[config.mk]
export PLATFORM = sky130hd
export DESIGN_NAME = stitch_pipeline_rv
export DESIGN_NICKNAME = d
export VERILOG_FILES = /design/src/rtl/stitch_pipeline_pkg.sv /design/src/rtl/stitch_pipeline_stage.sv /design/src/rtl/stitch_pipeline_rv.sv
export SDC_FILE = /design/constraint.sdc
export NUM_CORES = 1
export LEC_CHECK = 0
export CAP_MARGIN = 20
export CORE_UTILIZATION = 45
export CTS_CLUSTER_SIZE = 14
export DETAILED_ROUTE_END_ITERATION = 6
export PLACE_DENSITY = 0.75
export SYNTH_ARGS = -nofsm -noshare
export SYNTH_HDL_FRONTEND = slang
export SYNTH_SLANG_ARGS = --single-unit
[constraint.sdc]
create_clock -name clk -period 2.35 [get_ports clk]
set_clock_uncertainty 0.2 [all_clocks]
set_input_delay 0.3525 -clock clk [delete_from_list [all_inputs] [get_ports clk]]
set_output_delay 0.3525 -clock clk [all_outputs]
set_load 0.02 [all_outputs]
[src/rtl/stitch_pipeline_pkg.sv]
`timescale 1ns/1ps
`default_nettype none
// ============================================================================
//  Module   : stitch_pipeline_pkg
//  Brief    : Shared defaults and helper functions for the ready/valid
//             stitched pipeline wrapper and its per-slot sub-module.
//  Revision : 1.0  initial release
// ============================================================================
package stitch_pipeline_pkg;

    localparam int c_default_width      = 32;
    localparam int c_default_num_stages = 2;

    // Constant added by stage i: 2^i, or 0 once the bit falls outside the word.
    // A negative index means "no stage in front of this slot" (the input slot).
    function automatic logic [63:0] stage_inc(input int i, input int width);
        if ((i < 0) || (i >= width) || (i >= 64)) begin
            return 64'd0;
        end
        return 64'd1 << i;
    endfunction

    // Cycles from input acceptance to the word appearing on the output.
    function automatic int total_latency(input int n);
        return n + 1;
    endfunction

endpackage
`default_nettype wire

[src/rtl/stitch_pipeline_stage.sv]
`timescale 1ns/1ps
`default_nettype none
// ============================================================================
//  Module   : stitch_pipeline_stage
//  Brief    : One pipeline register slot with the combinational stage add on
//             its input side. STAGE_IDX < 0 gives a plain capture register.
//  Revision : 1.0  initial release
// ============================================================================
module stitch_pipeline_stage
    import stitch_pipeline_pkg::*;
#(
    parameter int WIDTH     = c_default_width,
    parameter int STAGE_IDX = -1
) (
    input  logic             clk,
    input  logic             rst,
    input  logic             i_up_valid,
    input  logic [WIDTH-1:0] i_up_data,
    input  logic             i_slot_ready,
    output logic             o_valid,
    output logic [WIDTH-1:0] o_data
);

    localparam logic [WIDTH-1:0] c_inc = WIDTH'(stage_inc(STAGE_IDX, WIDTH));

    logic             r_valid;
    logic [WIDTH-1:0] r_data;
    logic [WIDTH-1:0] w_sum;

    // Stage function; the carry out of the top bit is intentionally dropped.
    assign w_sum = i_up_data + c_inc;

    // Valid bit: follows upstream valid whenever this slot is allowed to load.
    always_ff @(posedge clk or posedge rst) begin
        if (rst) begin
            r_valid <= 1'b0;
        end else if (i_slot_ready) begin
            r_valid <= i_up_valid;
        end
    end

    // Data register: only overwritten by a real word, no reset needed.
    always_ff @(posedge clk) begin
        if (i_slot_ready && i_up_valid) begin
            r_data <= w_sum;
        end
    end

    assign o_valid = r_valid;
    assign o_data  = r_data;

endmodule
`default_nettype wire

[src/rtl/stitch_pipeline_rv.sv]
`timescale 1ns/1ps
`default_nettype none
// ============================================================================
//  Module   : stitch_pipeline_rv
//  Brief    : Parametrised stitched pipeline with ready/valid backpressure.
//             NUM_STAGES combinational stages, NUM_STAGES+1 register slots,
//             end-to-end result out = x + (2^NUM_STAGES - 1).
//             Optional macro STITCH_PIPELINE_RV_STATS_EN adds the 32-bit
//             xfer_count / stall_count outputs.
//  Revision : 1.0  initial release
// ============================================================================
module stitch_pipeline_rv
    import stitch_pipeline_pkg::*;
#(
    parameter int WIDTH      = c_default_width,
    parameter int NUM_STAGES = c_default_num_stages   // must be >= 1
) (
    input  logic             clk,
    input  logic             rst,
    input  logic             input_valid,
    output logic             input_ready,
    input  logic [WIDTH-1:0] x,
    output logic             output_valid,
    input  logic             output_ready,
    output logic [WIDTH-1:0] out
`ifdef STITCH_PIPELINE_RV_STATS_EN
    ,
    output logic [31:0]      xfer_count,
    output logic [31:0]      stall_count
`endif
);

    logic [NUM_STAGES:0] w_slot_valid;
    logic [NUM_STAGES:0] w_slot_ready;
    logic [WIDTH-1:0]    w_slot_data [NUM_STAGES+1];

    // Ready chain from the output back to the input: a slot may load if it is
    // empty or if everything downstream of it moves this cycle.
    always_comb begin
        w_slot_ready[NUM_STAGES] = !w_slot_valid[NUM_STAGES] || output_ready;
        for (int k = NUM_STAGES - 1; k >= 0; k--) begin
            w_slot_ready[k] = !w_slot_valid[k] || w_slot_ready[k+1];
        end
    end

    for (genvar k = 0; k <= NUM_STAGES; k++) begin : g_slot
        if (k == 0) begin : g_head
            stitch_pipeline_stage #(
                .WIDTH     (WIDTH),
                .STAGE_IDX (-1)
            ) u_stage (
                .clk          (clk),
                .rst          (rst),
                .i_up_valid   (input_valid),
                .i_up_data    (x),
                .i_slot_ready (w_slot_ready[k]),
                .o_valid      (w_slot_valid[k]),
                .o_data       (w_slot_data[k])
            );
        end else begin : g_body
            stitch_pipeline_stage #(
                .WIDTH     (WIDTH),
                .STAGE_IDX (k - 1)
            ) u_stage (
                .clk          (clk),
                .rst          (rst),
                .i_up_valid   (w_slot_valid[k-1]),
                .i_up_data    (w_slot_data[k-1]),
                .i_slot_ready (w_slot_ready[k]),
                .o_valid      (w_slot_valid[k]),
                .o_data       (w_slot_data[k])
            );
        end
    end

    assign input_ready  = w_slot_ready[0];
    assign output_valid = w_slot_valid[NUM_STAGES];
    assign out          = w_slot_data[NUM_STAGES];

`ifdef STITCH_PIPELINE_RV_STATS_EN
    logic [31:0] r_xfer_count;
    logic [31:0] r_stall_count;

    // Output-side statistics: handshakes and cycles stalled by the consumer.
    always_ff @(posedge clk or posedge rst) begin
        if (rst) begin
            r_xfer_count  <= 32'd0;
            r_stall_count <= 32'd0;
        end else begin
            if (output_valid && output_ready) begin
                r_xfer_count <= r_xfer_count + 32'd1;
            end
            if (output_valid && !output_ready) begin
                r_stall_count <= r_stall_count + 32'd1;
            end
        end
    end

    assign xfer_count  = r_xfer_count;
    assign stall_count = r_stall_count;
`endif

endmodule
`default_nettype wire
# ---- Yosys cells after proc, flatten, opt, wreduce, memory -nomap -nowiden
# Index checks and enable logic that the tools add are counted.
dict set report classes {
  reduce_logical 9
  addsub 2
}
# op n
set op_table {}
lappend op_table {{$add A32 B1 Y32 const B} 1}
lappend op_table {{$add A32 B2 Y32 const B} 1}
lappend op_table {{$logic_and A1 B1 Y1} 3}
lappend op_table {{$logic_not A1 Y1} 3}
lappend op_table {{$logic_or A1 B1 Y1} 3}
dict set report word_totals {
  word_cells 17
  output_inout_bits 34
  in_bits 36
  register_bits 99
}

# ---- Depth between registers and ports, before layout
# Gate-level depths: netlist of the first run.
dict set report logic_depth {
  word_depth 5
  mapped_depth 5
  ltp_nobuf 5
}

# ---- Hierarchy
# A second synthesis of the first run with hierarchy kept.
dict set report hier_totals {
  hier_cells 297
  area_unflattened_um2 4340.4
}
# mod area_per_inst_um2 instances seq_area_each_um2 cells_per_inst
set modules_own_cells {}
lappend modules_own_cells {{stitch_pipeline_stage at g_slot[1].g_body.u_stage} 1685.4 1 985.9 131}
lappend modules_own_cells {{stitch_pipeline_stage at g_slot[2].g_body.u_stage} 1620.3 1 985.9 127}
lappend modules_own_cells {{stitch_pipeline_stage at g_slot[0].g_head.u_stage} 1012.2 1 985.9 36}
lappend modules_own_cells {stitch_pipeline_rv 22.5 1 0.0 3}

# ---- Worst setup path before layout of the first run
# No wires, ideal clock.
dict set report synth_path {
  kind {register to register}
  startpoint {register g_slot[2].g_body.u_stage.r_valid}
  endpoint {register g_slot[0].g_head.u_stage.r_data[0], enable pin}
  path_buffers 0
  setup_time_ns 0.392
  slack_ns 0.077
  arrival_ns 1.681
  period_less_slack_ns 2.273
  t_required_ns 1.758
  path_stages_with_launch 4
  path_cell_list {dfrtp_1 > nor2b_1 > nand3_1 > and2_1}
}
dict set report synth_via {
  elab_chain_len 5
}
# element line_no
set synth_lines {}
lappend synth_lines {{start, declared} stitch_pipeline_stage.sv:26} ;# logic r_valid;
lappend synth_lines {{start signal, assigned} stitch_pipeline_stage.sv:38} ;# r_valid <= i_up_valid;
lappend synth_lines {{$logic_not A1 Y1} stitch_pipeline_rv.sv:40} ;# w_slot_ready[NUM_STAGES] = !w_slot_valid[NUM_STAGES] || output_ready;
lappend synth_lines {{$logic_or A1 B1 Y1} stitch_pipeline_rv.sv:40}
lappend synth_lines {{$logic_or A1 B1 Y1 (2 in series)} stitch_pipeline_rv.sv:42} ;# w_slot_ready[k] = !w_slot_valid[k] || w_slot_ready[k+1];
lappend synth_lines {{named net input_ready} stitch_pipeline_rv.sv:21} ;# output logic input_ready,
lappend synth_lines {{$logic_and A1 B1 Y1} stitch_pipeline_stage.sv:44} ;# if (i_slot_ready && i_up_valid) begin
lappend synth_lines {{end signal, assigned} stitch_pipeline_stage.sv:45} ;# r_data <= w_sum;
lappend synth_lines {{end, declared} stitch_pipeline_stage.sv:27} ;# logic [WIDTH-1:0] r_data;
# The timed path passes the listed nets, and every way through them passes these cells.
# A chain may end at the register's enable or synchronous reset.

# ---- Final worst setup path of the first run
dict set report layout_path {
  startpoint {input port output_ready}
  endpoint {output port input_ready}
}
dict set report layout_via {
  elab_chain_len 3
}
# element line_no
set layout_lines {}
lappend layout_lines {{start, declared} stitch_pipeline_rv.sv:24} ;# input logic output_ready,
lappend layout_lines {{$logic_or A1 B1 Y1} stitch_pipeline_rv.sv:40}
lappend layout_lines {{$logic_or A1 B1 Y1 (2 in series)} stitch_pipeline_rv.sv:42}
lappend layout_lines {{end, declared} stitch_pipeline_rv.sv:21}
# No other way between the ends.

==> results.md, run 1 <==
- Vias: 2464
- Tot GR Track Use: 14.3%
- Number of antenna violations at the first check in global routing: 0
- Per-instance average area after synthesis: 14.8 µm²
- Port Buf Inserts: 69
- Worst min path class: reg2reg
- Count of standard-cell rows: 34
- Slack of the critical path: 0.171 ns
- Worst Setup Start Kind: primary input
- Count of TritonRoute iterations in the first routing pass: 4
- Number of nets in the synthesized netlist: 323
- Max VDD drop: 0.000511 V
- Largest net degree at the start of global routing: 33
- Worst path most repeated cell: clkdlybuf4s50_1
- DP HPWL: 4840 µm
- Num ports: 70
- Buffers from clock root to sink, at most: 2
- Cell taking the most area after synthesis: edfxtp_1
- Height of the die: 98.7 µm
- Synthesized instance count: 285
- Unrepaired setup endpoints after global routing: false
- Final min period: 2.18 ns
- Cell Count, Final, Fillers Out: 483
- Share of the cycle needed by the critical path after routing: 92.7%
- Die Wd: 98.7 µm
- Static Leakage: 0.00178 µW
- Worst R2R Setup Slack: 0.30 ns
- Data arrival time at the worst-slack endpoint: 1.63 ns
- Leading cell type by number of instances after synthesis: edfxtp_1
- Clock Pin Slew Worst Setup and Hold Paths: 0.09 ns
- Number of synthesized flops with an enable pin: 96
- Number of fill cells: 678
- Clock sink count: 99
- Setup violation total in the final timing report: 0
- Post-detailed-route wirelength per cell: 13.0 µm
- Kind of capture point of the worst setup path: output pin
- Crit-path slowest cell: clkdlybuf4s50_1
- Hold Vio Cnt, Final: 0
- DR DRC count: 0
- Top cells by instance count after synthesis: 96 x edfxtp_1, 47 x xnor2_1, 29 x nand3_1, 24 x nand4_1, 17 x nand2_1
- Upper clock frequency limit: 459 MHz
- Die outline area: 9740 µm²
- First-pass GRT wire length: 11000 µm
- Run status: complete, no violations
- Layout overhead on the synthesized area: 26.7%
- Combined flip-flop and latch cell area: 2960 µm²
- Via count of the first global-routing pass: 2503
- Remaining antenna violation count: 0
- Maximum Capacitance Violations: 0
- Total number of yosys warnings: 0
- Area occupied by multi-input gates: 1210 µm²
- Overflow left after global routing: 0
- Most area-consuming cells after synthesis: edfxtp_1 69%, xnor2_1 9.8%, nand4_1 3.6%, nand3_1 3.5%, xor2_1 2.5%
- Diodes inserted: 0
- Post-synth top area share: 68.6%
- Number of cells after detailed placement: 466
- Share of flip-flops with an asynchronous set or reset after synthesis: 3.03%
- Maximum single-stage delay on the critical path: 0.56 ns
- Via density per instance: 5.10
- Post-Syn Area: 4210 µm²
- Seq/Total Area, Yosys: 70.3%
- Clk root buf: clkbuf_8
- Total CTS buffers: 9
- Setup slack after placement: 0.180 ns
- Number of H-tree levels: 3
- Cell-by-cell trace of the critical path: clkdlybuf4s50_1 > nor2b_1 > nand3_1 > clkdlybuf4s50_1
- Area of the core: 8890 µm²
- Share of post-route cells with drive strength above 1: 7.20%
- Commonest register cell after synthesis: edfxtp_1
- Final-layout setup total negative slack: 0 ns
- Final weighted congestion in routability-driven placement: 0.769
- Register bit total from synthesis: 99
- Clock insertion delay at the later pin of the skew report: 0.34 ns
- Number of distinct library cells after synthesis: 22
- Overall routed net length: 6280 µm
- Worst max-slew margin expressed relative to the limit: 59.7%
- Power per standard cell area: 725 nW/µm²
- Data required, critical path: 1.80 ns
- Slew at the pin closest to its max-slew limit: 0.601 ns
- Final net count: 408
- CTS tree: yes
- Max-slew violation total from the final report: 0
- Starting DRC count in detailed routing: 99
- Number of buffer and inverter instances along the worst setup path: 2
- Critical path type: in2out
- Family with the most delay on the worst path: buffers and inverters
- Initial cell density of the core: 47.3%
- Peak fanout along the critical path: 3
[area by class of cell]
type	count	area share (%)
flip-flops and latches	99	55.5
multi-input cells	177	22.8
repair buffers	75	14.6
well taps	108	2.54
clock buffers	10	2.40
clock inverters	6	1.64
inverters	8	0.564
[registers in the layout, summed over array words and instances (netlist names)]
register / cells
g_slot.g_body.u_stage.o_data: 64
g_slot.g_body.u_stage.o_valid: 2
g_slot.g_head.u_stage.o_data: 32
g_slot.g_head.u_stage.o_valid: 1
[report_power, final]
group / switching, µW / leakage [µW] / internal (µW)
Sequential: 107 / 0.000959 / 2140
Combinational: 228 / 0.000709 / 241
Clock: 546 / 0.000111 / 604
Total: 881 / 0.00178 / 2980
[per-layer routing]
layer / up-vias / GRT usage (%) / part of all wire, %
met5: - / 0 / 0
met4: 0 / 9.64 / 2.6
met3: 12 / 2.55 / 4.8
met2: 85 / 22.9 / 47
met1: 1136 / 18.1 / 45
li1: 1231 / - / -
[metrics by stage]
stage	util [%]	power (µW)	hold slack, ns	instance area [µm²]
after floorplan	-	2510	-0.0939	4210
after global placement	57.4	2740	0.225	5100
after detailed placement	57.4	2760	0.238	5100
after CTS	59.9	3910	0.255	5330
after global routing	59.9	4020	0.257	5330
final	59.9	3860	0.255	5330
[repair_timing]
| action | in CTS | in global routing |
|---|---|---|
| hold buffers | 1 | 0 |
| resized for setup | 0 | 0 |
| setup buffers | 0 | 0 |
| hold endpoints to repair | 3 | 0 |
[logic make-up (layout without fill, tap and decap cells)]
| family | Yosys count | count (layout) | synth area share (%) |
|---|---|---|---|
| xor+xnor | 59 | 59 | 12.3 |
| fa+ha+maj | 2 | 2 | 0.595 |
| buf+inv | 9 | 99 | 0.803 |
| flops | 99 | 99 | 70.3 |
| simple gates | 116 | 116 | 16.0 |
[placed cells by master, fill, tap and decap left out]
| cell type | n |
|---|---|
| edfxtp_1 | 96 |
| nand4_1 | 24 |
| dlygate4sd3_1 | 1 |
| nand3_2 | 1 |
| nand2_1 | 17 |
| nor2_1 | 13 |
| xor2_1 | 12 |
| and3_1 | 5 |
| buf_4 | 2 |
| nor4_1 | 2 |
| inv_6 | 2 |
| nand3_1 | 29 |
| dfrtp_1 | 3 |
| nor4_4 | 2 |
| nor3_2 | 3 |
| and2_1 | 6 |
| clkbuf_8 | 9 |
| buf_12 | 3 |
| xnor2_1 | 47 |
| nor2b_1 | 1 |
| bufinv_16 | 2 |
| nor3_1 | 6 |
| inv_1 | 8 |
| clkdlybuf4s50_1 | 69 |
| nand2b_1 | 4 |
| ha_1 | 2 |
| and4_1 | 2 |
| nand4_4 | 1 |
| clkinv_2 | 2 |
| clkbuf_1 | 1 |
[final timing paths]
path / startpoint / endpoint / cells past startpoint
min in group asynchronous: rst / g_slot[0].g_head.u_stage.o_valid$_DFFE_PP0P_ / 3
min: g_slot[1].g_body.u_stage.o_data[0]$_DFFE_PP_ / g_slot[2].g_body.u_stage.o_data[0]$_DFFE_PP_ / 0
max in group asynchronous: rst / g_slot[2].g_body.u_stage.o_valid$_DFFE_PP0P_ / 3
max: output_ready / input_ready / 4
min reg2reg: g_slot[1].g_body.u_stage.o_data[0]$_DFFE_PP_ / g_slot[2].g_body.u_stage.o_data[0]$_DFFE_PP_ / 0
max reg2reg: g_slot[0].g_head.u_stage.o_data[0]$_DFFE_PP_ / g_slot[1].g_body.u_stage.o_data[18]$_DFFE_PP_ / 5
(Power assumes the default switching activity.)
==> inputs of run 2 (changes only) <==
--- a/config.mk
+++ b/config.mk
@@ -5,7 +5,7 @@
 export SDC_FILE = /design/constraint.sdc
 export NUM_CORES = 1
 export LEC_CHECK = 0
-export CAP_MARGIN = 20
+export CAP_MARGIN = 10
 export CORE_UTILIZATION = 45
 export CTS_CLUSTER_SIZE = 14
 export DETAILED_ROUTE_END_ITERATION = 6
==> results of run 2 <==
No change in the layout: final DEF, timing and power equal those of run 1.
==> inputs of run 3 (changes only) <==
--- a/config.mk
+++ b/config.mk
@@ -6,6 +6,7 @@
 export NUM_CORES = 1
 export LEC_CHECK = 0
 export CAP_MARGIN = 10
+export CORE_MARGIN = 2
 export CORE_UTILIZATION = 45
 export CTS_CLUSTER_SIZE = 14
 export DETAILED_ROUTE_END_ITERATION = 6
==> results.md, run 3 (synthesized netlist as in run 1, its figures left out) <==
- Run status: complete, no violations
- # resized after CTS: 0 (unchanged)
- Data arrival time at the worst-slack endpoint: 1.64 ns (about the same)
- Clock Pin Slew Worst Setup and Hold Paths: 0.09 ns (about the same)
- First-pass GRT wire length: 10600 µm (-3.8%)
- Setup violation total in the final timing report: 0 (unchanged)
- Diodes inserted: 0 (unchanged)
- Hold Vio Cnt, Final: 0 (unchanged)
- Final min period: 2.20 ns (+0.0167 ns)
- CTS tree: yes
- Area of the core: 9150 µm² (+2.9%)
- R2R depth: 5 (unchanged)
- Upper clock frequency limit: 455 MHz (-0.76%)
- Buffers from clock root to sink, at most: 2 (unchanged)
- Port Buf Inserts: 69 (unchanged)
- Height of the die: 101 µm (+2.0%)
- Crit-path slowest cell: clkdlybuf4s50_1
- Share of the cycle needed by the critical path after routing: 93.4% (+0.71 points)
- Remaining antenna violation count: 0 (unchanged)
- Number of fill cells: 734 (+8.3%)
- Count of standard-cell rows: 35 (+2.9%)
- Clk root buf: clkbuf_8
- Final std cell area, no fill: 5320 µm² (-0.21%)
- Layout overhead on the synthesized area: 26.4%
- Worst max-slew margin expressed relative to the limit: 59.4% (-0.27 points)
- Vias: 2415 (-2.0%)
- Setup repair bufs after CTS: 0 (unchanged)
- Hold_buf cts: 1 (unchanged)
- Worst min path class: reg2reg
- Final weighted congestion in routability-driven placement: 0.801 (+4.1%)
- Kind of capture point of the worst setup path: output pin
- Leading cell type in the layout, fill and taps excluded: edfxtp_1
- Total CTS buffers: 9 (unchanged)
- Static Leakage: 0.00177 µW (-0.54%)
- Maximum Capacitance Violations: 0 (unchanged)
- Peak fanout along the critical path: 3 (unchanged)
- Placement Cell Area: 5110 µm² (about the same)
- Largest net degree at the start of global routing: 33 (unchanged)
- Die outline area: 10100 µm² (+4.1%)
- Most frequent cells in the layout: 96 x edfxtp_1, 69 x clkdlybuf4s50_1, 47 x xnor2_1
- Final net count: 408 (unchanged)
- Share of post-route cells with drive strength above 1: 7.47% (+0.27 points)
- Power per standard cell area: 711 nW/µm² (-2.0%)
- Via density per instance: 4.97 (-2.6%)
- Post-detailed-route wirelength per cell: 13.0 µm (about the same)
- Data required, critical path: 1.80 ns (about the same)
- Clock insertion delay at the later pin of the skew report: 0.35 ns (about the same)
- Clock sink count: 99 (unchanged)
- Final-layout setup total negative slack: 0 ns (unchanged)
- Critical path type: reg2out
- Hold depth: 0 (unchanged)
- Maximum single-stage delay on the critical path: 0.62 ns (+0.06 ns)
- Overflow left after global routing: 0 (unchanged)
- Max-slew violation total from the final report: 0 (unchanged)
- Total power: 3780 µW (-2.2%)
- Slew at the pin closest to its max-slew limit: 0.604 ns (+0.00282 ns)
- Num ports: 70 (unchanged)
- Worst Setup Start Kind: flip-flop
- Worst hold margin: 0.242 ns (-0.0123 ns)
- Die Wd: 101 µm (+2.0%)
- Tot GR Track Use: 13.4% (-0.98 points)
- Number of H-tree levels: 3 (unchanged)
- Count of TritonRoute iterations in the first routing pass: 4 (unchanged)
- Initial cell density of the core: 45.9% (-1.4 points)
- Cell-by-cell trace of the critical path: nor2b_1 > nand3_1 > clkdlybuf4s50_1
- DP HPWL: 4880 µm (+0.91%)
- Unrepaired setup endpoints after global routing: false
- Number of antenna violations at the first check in global routing: 0 (unchanged)
- Max VDD drop: 0.000348 V (-32%)
- Via count of the first global-routing pass: 2442 (-2.4%)
- Number of flip-flops under the largest register name: 64 (unchanged)
- Starting DRC count in detailed routing: 94 (-5.1%)
- Overall routed net length: 6320 µm (+0.67%)
- DR DRC count: 0 (unchanged)
run 3: cell types whose count changed in the layout (fill, tap and decap cells not counted), sizes merged:
cell and delta:
clkbuf -1, clkinvlp +1, clkinv +1, bufinv -1
run 3: final cells by class:
class / count / area, µm² / area share, %
Tap cell: 111 / 139 / 2.61
Clock buffer: 9 / 124 / 2.33
Clock inverter: 7 / 76.3 / 1.44
Inverter: 8 / 30.0 / 0.565
Sequential cell: 99 / 2960 / 55.6
Timing Repair Buffer: 75 / 776 / 14.6
Multi-Input combinational cell: 177 / 1210 / 22.8
run 3: worst max-delay path: cells and delay by family (launching register included):
| family | cells | cell delay (ns) |
|---|---|---|
| flops | 1 | 0.40 |
| buf+inv | 1 | 0.62 |
| simple gates | 2 | 0.27 |
run 3: path summary, 6_finish.rpt:
check                                                                      to                                         start  slack (ns)
max in group asynchronous        g_slot[1].g_body.u_stage.o_valid$_DFFE_PP0P_                                           rst        1.30
min in group asynchronous        g_slot[0].g_head.u_stage.o_valid$_DFFE_PP0P_                                           rst        0.52
worst min register to register   g_slot[2].g_body.u_stage.o_data[0]$_DFFE_PP_  g_slot[1].g_body.u_stage.o_data[0]$_DFFE_PP_        0.24
worst max register to register  g_slot[1].g_body.u_stage.o_data[24]$_DFFE_PP_  g_slot[0].g_head.u_stage.o_data[0]$_DFFE_PP_        0.22
worst max-delay path                                              input_ready  g_slot[2].g_body.u_stage.o_valid$_DFFE_PP0P_        0.15
worst min-delay path             g_slot[2].g_body.u_stage.o_data[0]$_DFFE_PP_  g_slot[1].g_body.u_stage.o_data[0]$_DFFE_PP_        0.24
run 3: per-layer routing:
| metal | vias to the layer above | track usage (%) | wire, µm |
|---|---|---|---|
| met5 | - | 0 | 0 |
| met4 | 0 | 8.11 | 132 |
| met3 | 9 | 2.70 | 283 |
| met2 | 69 | 20.5 | 3010 |
| met1 | 1106 | 17.5 | 2900 |
| li1 | 1231 | - | - |
run 3: report_power, final:
group	total, µW	internal (µW)	switching (µW)	leakage (µW)
Combinational	469	241	228	0.000709
Clock	1070	501	565	0.000102
Sequential	2240	2140	106	0.000959
run 3: per-stage QoR:
| step | setup WS, ns | instances | util (%) |
|---|---|---|---|
| finish | 0.155 | 486 | 58.1 |
| global route | 0.0384 | 486 | 58.1 |
| CTS | 0.120 | 486 | 58.1 |
| detailed placement | 0.158 | 469 | 55.8 |
| global placement | 0.191 | 469 | 55.8 |
| floorplan | 0.0769 | 285 | - |
